<file path="src/rtl/mips_pkg.sv">
// Shared widths, hazard-cause encoding and the load-use match for the MIPS hazard controller.
// Pure declarations: no state, no latency, no flow control.
package mips_pkg;

    localparam int REG_W       = 5;
    localparam int MDU_CNT_W   = 8;
    localparam int STALL_CNT_W = 32;

    typedef enum logic [1:0] {
        HZ_NONE    = 2'd0,
        HZ_BRANCH  = 2'd1,
        HZ_LOADUSE = 2'd2,
        HZ_MDU     = 2'd3
    } hz_cause_e;

    // r0 is hardwired to zero, so a load targeting it can never feed a consumer.
    function automatic logic load_use_hit(
        input logic             memread,
        input logic [REG_W-1:0] ex_rt,
        input logic [REG_W-1:0] id_rs,
        input logic [REG_W-1:0] id_rt,
        input logic             uses_rt
    );
        return memread && (ex_rt != '0) &&
               ((ex_rt == id_rs) || (uses_rt && (ex_rt == id_rt)));
    endfunction

endpackage

</file>
<file path="src/rtl/mdu_timer.sv">
// MDU occupancy timer: loads MDU_LATENCY on start, counts down to zero; busy while nonzero.
// busy rises the cycle after start and stays high for exactly MDU_LATENCY cycles; no backpressure.
module mdu_timer
    import mips_pkg::*;
#(
    parameter int MDU_LATENCY = 32
) (
    input  logic                 clock,
    input  logic                 reset,
    input  logic                 start,
    output logic                 busy,
    output logic [MDU_CNT_W-1:0] cnt
);

    localparam logic [MDU_CNT_W-1:0] LOAD_VAL = MDU_CNT_W'(MDU_LATENCY);

    logic [MDU_CNT_W-1:0] mdu_cnt_q;
    logic [MDU_CNT_W-1:0] mdu_cnt_d;

    // A start while busy reloads; the ID-stage interlock is what keeps that from happening.
    always_comb begin
        mdu_cnt_d = mdu_cnt_q;
        if (start) begin
            mdu_cnt_d = LOAD_VAL;
        end else if (mdu_cnt_q != '0) begin
            mdu_cnt_d = mdu_cnt_q - 1'b1;
        end
    end

    always_ff @(posedge clock) begin
        if (!reset) begin
            mdu_cnt_q <= '0;
        end else begin
            mdu_cnt_q <= mdu_cnt_d;
        end
    end

    assign busy = (mdu_cnt_q != '0);
    assign cnt  = mdu_cnt_q;

endmodule

</file>
<file path="src/rtl/hazard_ctrl.sv">
// Pipeline interlock: load-use and MDU stalls, taken-branch flush; drives PC, IF/ID and ID/EX controls.
// Controls are combinational (same-cycle stall); optional stall counter enabled by HAZARD_PERF_EN.
module hazard_ctrl
    import mips_pkg::*;
#(
    parameter int MDU_LATENCY = 32
) (
    input  logic                   clock,
    input  logic                   reset,
    input  logic [REG_W-1:0]       id_rs,
    input  logic [REG_W-1:0]       id_rt,
    input  logic                   id_uses_rt,
    input  logic                   id_hilo_rd,
    input  logic                   id_mdu_op,
    input  logic [REG_W-1:0]       ex_rt,
    input  logic                   ex_memread,
    input  logic                   ex_mdu_start,
    input  logic                   ex_branch_tkn,
    output logic                   pc_en,
    output logic                   ifid_en,
    output logic                   ifid_flush,
    output logic                   idex_flush,
    output logic                   mdu_busy,
    output logic [STALL_CNT_W-1:0] stall_count
);

    logic                 load_use;
    logic                 mdu_use;
    logic                 stall;
    logic [MDU_CNT_W-1:0] mdu_cnt;
    hz_cause_e            cause;

    // A taken branch squashes ID/IF but never the MDU op already issued from EX.
    mdu_timer #(
        .MDU_LATENCY (MDU_LATENCY)
    ) u_mdu_timer (
        .clock (clock),
        .reset (reset),
        .start (ex_mdu_start),
        .busy  (mdu_busy),
        .cnt   (mdu_cnt)
    );

    assign load_use = load_use_hit(ex_memread, ex_rt, id_rs, id_rt, id_uses_rt);
    assign mdu_use  = mdu_busy && (id_hilo_rd || id_mdu_op);

    always_comb begin
        cause = HZ_NONE;
        if (ex_branch_tkn) begin
            cause = HZ_BRANCH;
        end else if (load_use) begin
            cause = HZ_LOADUSE;
        end else if (mdu_use) begin
            cause = HZ_MDU;
        end
    end

    always_comb begin
        pc_en      = 1'b1;
        ifid_en    = 1'b1;
        ifid_flush = 1'b0;
        idex_flush = 1'b0;
        stall      = 1'b0;
        unique case (cause)
            HZ_BRANCH: begin
                ifid_flush = 1'b1;
                idex_flush = 1'b1;
            end
            HZ_LOADUSE, HZ_MDU: begin
                pc_en      = 1'b0;
                ifid_en    = 1'b0;
                idex_flush = 1'b1;
                stall      = 1'b1;
            end
            default: ;
        endcase
    end

`ifdef HAZARD_PERF_EN
    logic [STALL_CNT_W-1:0] stall_count_q;
    logic [STALL_CNT_W-1:0] stall_count_d;

    always_comb begin
        stall_count_d = stall_count_q;
        if (stall && (stall_count_q != '1)) begin
            stall_count_d = stall_count_q + 1'b1;
        end
    end

    always_ff @(posedge clock) begin
        if (!reset) begin
            stall_count_q <= '0;
        end else begin
            stall_count_q <= stall_count_d;
        end
    end

    assign stall_count = stall_count_q;
`else
    assign stall_count = '0;
`endif

    logic unused_ok;
    assign unused_ok = ^{mdu_cnt, stall};

endmodule
</file>
<file path="config.mk">
export PLATFORM = sky130hd
export DESIGN_NAME = hazard_ctrl
export DESIGN_NICKNAME = d
export VERILOG_FILES = /design/src/rtl/mips_pkg.sv /design/src/rtl/mdu_timer.sv /design/src/rtl/hazard_ctrl.sv
export SDC_FILE = /design/constraint.sdc
export NUM_CORES = 1
export LEC_CHECK = 0
export ABC_AREA = 0
export CAP_MARGIN = 20
export CORE_MARGIN = 2
export CORE_UTILIZATION = 34
export CTS_CLUSTER_DIAMETER = 100
export DETAILED_ROUTE_END_ITERATION = 10
export PLACE_DENSITY = 0.87
export SLEW_MARGIN = 5
export SYNTH_ARGS = -nofsm -noshare
export SYNTH_HDL_FRONTEND = slang
export SYNTH_SLANG_ARGS = --single-unit
</file>
<file path="constraint.sdc">
create_clock -name clock -period 2 [get_ports clock]
set_clock_uncertainty 0.15 [all_clocks]
set_input_delay 0.4 -clock clock [delete_from_list [all_inputs] [get_ports clock]]
set_output_delay 0.4 -clock clock [all_outputs]
set_load 0.02 [all_outputs]
</file>
## Word-level counts from Yosys, hierarchy flattened

Cells that the tools add are included.

| cells by class | value |
|---|---|
| muxes and demuxes | 8 |
| bitwise gates (word level) | 1 |
| equal/unequal tests | 5 |
| add/subtract/negate cells | 1 |
| reduce and logical (&&, ||, !) cells | 12 |

Operators with widths:

| cell | count |
|---|---|
| two-way mux 6 bit | 2 |
| equality test 5 bit | 2 |
| nonzero test 8 bit | 1 |
| subtractor 8 x 1 -> 8 bit, second input constant | 1 |
| two-way mux 2 bit | 3 |
| nonzero test 5 bit | 1 |
| equality test 2 bit, second input constant | 2 |
| logical AND 1 bit | 4 |
| OR reduction 2 bit | 2 |
| two-way mux 1 bit | 3 |
| OR reduction 3 bit | 1 |
| equality test 2 x 1 -> 1 bit, second input constant | 1 |
| logical OR 1 bit | 2 |
| nonzero test 2 bit | 1 |
| inverter 1 bit | 1 |

| word-level totals | value |
|---|---|
| bits in registers | 8 |
| logic and storage cells | 29 |
| output and inout port bits | 37 |
| bits of input ports | 23 |

## Logic depth before layout (Yosys ltp)

| depth | value |
|---|---|
| depth in word-level cells | 9 |
| mapped depth | 7 |
| depth with buffers taken out | 6 |

## Hierarchy

From an unflattened synthesis, not the netlist that was laid out.

| second synthesis, totals | value |
|---|---|
| cells, all modules | 104 |
| area total of the unflattened synthesis | 830.8 um2 |

By module, submodules not included:

| module | times used | sequential area each (um2) | cells each | area an instance (um2) |
|---|---|---|---|---|
| hazard_ctrl | 1 | 0.0 | 56 | 420.4 |
| mdu_timer | 1 | 160.2 | 48 | 410.4 |

## Worst setup path after synthesis

Ideal clock, no wire load.

| path | value |
|---|---|
| path kind | input port to output port |
| start point | in ex_rt[1] |
| end point | out pc_en |
| stages | 4 |
| setup slack | -0.068 ns |
| arrival time | 1.518 ns |
| required time | 1.450 ns |
| path buffers | 1 |
| cell sequence | or4_1 o21ai_1 o31a_1 buf_4 |

| between the ends | value |
|---|---|
| word-level cells in the longest chain between the ends | 9 |
| elaborated cells between the ends (all ways) | 13 |
| classes of those cells | eq/ne (4); mux (3); reduce/logical (6) |

RTL lines:

| element | RTL line | RTL |
|---|---|---|
| start, declared | hazard_ctrl.sv:15 | `input logic [REG_W-1:0] ex_rt,` |
| equality test 5 bit | mips_pkg.sv:25 | `((ex_rt == id_rs) \|\| (uses_rt && (ex_rt == id_rt)));` |
| logical AND 1 bit | mips_pkg.sv:25 |  |
| logical OR 1 bit | mips_pkg.sv:25 |  |
| logical AND 1 bit * | mips_pkg.sv:24 | `return memread && (ex_rt != '0) &&` |
| two-way mux 2 bit * | hazard_ctrl.sv:51 | `end else if (load_use) begin` |
| two-way mux 2 bit * | hazard_ctrl.sv:49 | `if (ex_branch_tkn) begin` |
| equality test 2 bit | - |  |
| OR reduction 2 bit * | - |  |
| two-way mux 1 bit * | - |  |
| end, declared | hazard_ctrl.sv:19 | `output logic pc_en,` |

Mark *: on every way between the ends. The rest lies on a longest branch, timed or not.

## Worst setup path in the final report

| path | value |
|---|---|
| start point | in ex_rt[2] |
| end point | out ifid_en |

| between the ends | value |
|---|---|
| word-level cells in the longest chain between the ends | 9 |
| elaborated cells between the ends (all ways) | 13 |
| classes of those cells | eq/ne (4); mux (3); reduce/logical (6) |

RTL lines:

| element | RTL line | RTL |
|---|---|---|
| equality test 5 bit | mips_pkg.sv:25 |  |
| logical AND 1 bit | mips_pkg.sv:25 |  |
| logical OR 1 bit | mips_pkg.sv:25 |  |
| logical AND 1 bit * | mips_pkg.sv:24 |  |
| two-way mux 2 bit * | hazard_ctrl.sv:51 |  |
| two-way mux 2 bit * | hazard_ctrl.sv:49 |  |
| equality test 2 bit | hazard_ctrl.sv:64 | `unique case (cause)` |
| OR reduction 2 bit * | hazard_ctrl.sv:64 |  |
| two-way mux 1 bit * | hazard_ctrl.sv:64 |  |
| end, declared | hazard_ctrl.sv:20 | `output logic ifid_en,` |

Marks and branches as above.

==> run metrics <==
Total Neg Setup Slack=-0.388 ns; average wire per standard cell=11.8 um; delay-heaviest family, CP=simple AND/OR/NAND/NOR gates; asr flop ratio synth=0%; Antenna Diode Count=0; synthesized flop and latch total=8; Routed Antenna Nets=0; Worst path slowest cell=or4_4; max incr delay on CP=0.55 ns; Synth Area in Simple Gates=22.0%; sequential power share=18.1%; Post-Synth Adder-Cell Area=2.99%; portion of the post-synthesis area used by sequential elements=19.2%; Die Height=53.6 um; status=finished, violations left; CTS Buf Count=3; hold crit path type=flip-flop to flip-flop; Synth Warn #=0; largest family of logic cells by synthesized area=buffers and inverters; Sw Ratio=43.2%; Total Power=roughly 0.0015 W; clock root cell=clkbuf_4; Longest Clk Path Bufs=2; initial DRC count=8; GRT Util Overall=14.6%; IO Count=60; Primary FF master, synth=dfxtp_1; Final #Nets=172; Core ar.=0.00228 mm^2; failing checks=setup timing; maximum vdd ir drop=951 uV; clk sinks=8; worst-path fanout max=2; synthesized instance count=slightly below 100; xor/xnor share of the synthesized area=16.8%; mux cell area share after synthesis=~1.3%; gpl congestion=0.781; critical path launch point type=primary input; Clock transition at path regs=0.05 ns; final setup fails=3; arrival time worst endpoint=around 1.6 ns; Power Dens Cells=1200 mW/mm^2; share of cells above drive strength 1=39.3%; I/O Buffers=27; Slew Viols, Final=0; Initial Utilization=36.7%; top cells by area, synth=buf_4 30%, dfxtp_1 19%, xor2_1 13%, nor2_1 4.9%, xnor2_1 4.2%; Clock H-tree levels=1; largest net degree at the start of global routing=6; Pre-antenna DRT Iters=4; endpoints failing hold=0; detailed-placement wirelength estimate=roughly 1600 um; Site Rows=17; Leak=about 0.6 nW; vias post-DR=709; first-pass GRT wire length=2820 um; Fmax=about 0.47 GHz; RSZ-0062 raised after global routing=true; crit share post-route=107%; TritonCTS clock tree=built; Avg Vias per Cell=4.10; CP Cell Sequence=clkbuf_2 > or4_4 > o21ai_4 > o31a_1 > buf_6; Distinct cells, synth=28; minimum clock period=2.15 ns; dominant cell type by area after synthesis=buf_4; clock power share=8.8%; die area=0.00287 mm^2; Critical Path End Type=primary output; vias in the first global route=roughly 700; initial antenna violation count=0; # Max-Cap Violations=0; Yosys top cell area share=29.6%; WP buf/inv=2; Post-synth EDFFs=0; Synth Area in Compound Gates=6.29%; drt total wl=2050 um; # DRC=0; P_sw=0.000637 W; class of the most critical setup path=primary input to primary output; P&R area growth vs syn=46.6%; Die W=53.6 um; Mean Syn Cell Area=8.53 um^2; number of flip-flops under the largest register name=8; Worst EP required=1.45 ns; final worst slack=-0.145 ns; Synth Cell Area=836 um^2; Gate power share=73.0%; clock latency on the worst-skew pair=0.27 ns; Overflow after GRT=0; Internal=about 0.00084 W
-- worst reg2reg max path: stages (launching register included) --
cell,delay (ns)
dfxtp_2,0.32
inv_2,0.07
ha_4,0.13
nor3b_4,0.22
buf_4,0.17
nor2_1,0.04
mux2_1,0.29
o21a_1,0.16
-- cells in the final DEF (no fill, tap or decap), drive strengths merged, types with 2 or more instances in the layout --
cell           synthesis  final
xnor2                  4      4
nand2                  4      4
clkbuf                 1      7
dlygate4sd2            0      6
buf                   33     29
nor3                   3      3
nand2b                 3      3
conb                   1     32
ha                     2      2
nor4                   2      2
xor2                  12     12
nor2                  12     12
o21ai                  2      2
inv                    2      2
clkdlybuf4s50          0      8
dfxtp                  8      8
-- final timing paths --
path	start	end	slack, ns	cells after the start
setup reg to reg	u_mdu_timer.cnt[1]	u_mdu_timer.cnt[5]	0.34	7
hold reg to reg	u_mdu_timer.cnt[0]	u_mdu_timer.cnt[1]	0.45	3
hold / removal	u_mdu_timer.cnt[0]	u_mdu_timer.cnt[1]	0.45	3
setup / recovery	ex_rt[2]	ifid_en	-0.15	5
-- timing repair --
action / in CTS / in global routing
hold buffers: 0 / 0
setup endpoints to repair: 5 / 4
resized for setup: 55 / 31
setup buffers: 2 / 1
pin swaps: 8 / 9
-- power by group through the flow --
stage / clock [W] / sequential, W / combinational (W)
finish: 0.000130 / 0.000267 / 0.00108
global route: 0.000147 / 0.000271 / 0.00116
CTS: 0.000135 / 0.000261 / 0.00101
detailed placement: 0 / 0.000261 / 0.000994
global placement: 0 / 0.000257 / 0.000949
floorplan: 0 / 0.000285 / 0.000626
-- cell type report --
class,instances,area [um^2]
Sequential cell,8,163
Timing Repair Buffer,47,395
Clock buffer,3,22.5
Multi-Input combinational cell,85,602
Fill cell,200,1050
Tap cell,28,35.0
Inverter,2,7.51
-- metrics by stage --
step | setup WS, ns | instance area [um^2] | utilization [%] | cells | hold slack (ns)
finish | -0.145 | 1220 | 53.8 | 173 | 0.449
global route | -0.200 | 1220 | 53.8 | 173 | 0.476
CTS | -0.215 | 1180 | 52.0 | 173 | 0.489
detailed placement | -0.875 | 1140 | 50.1 | 168 | 0.466
global placement | -0.818 | 1140 | 50.1 | 168 | 0.441
floorplan | -0.0604 | 956 | - | 129 | 0.354
-- per-layer routing --
metal	global-route usage [%]	vias to the layer above	wire, um	share of wire [%]
met3	5.56	10	153	7.5
met1	12.5	317	636	31
li1	-	344	-	-
met5	0	-	0	0
met4	12.4	0	97	4.7
met2	26.3	38	1160	57
-- cell usage after synthesis, types with 2 or more instances --
cell type and instances:
inv_1 2, nor2_1 11, xnor2_1 4, buf_4 33, nand2b_1 2, nor3_1 3
ha_1 2, nand2_1 3, xor2_1 12, dfxtp_1 8
-- cells by family after synthesis --
group,count (synthesis)
XOR/XNOR,16
multiplexers,1
AO/OA/AOI/OAI,7
adder cells (fa/ha/maj),2
buffers and inverters,36
flip-flops,8
AND/OR/NAND/NOR,27
other,1
No activity file was read; power rests on OpenSTA's default activity.
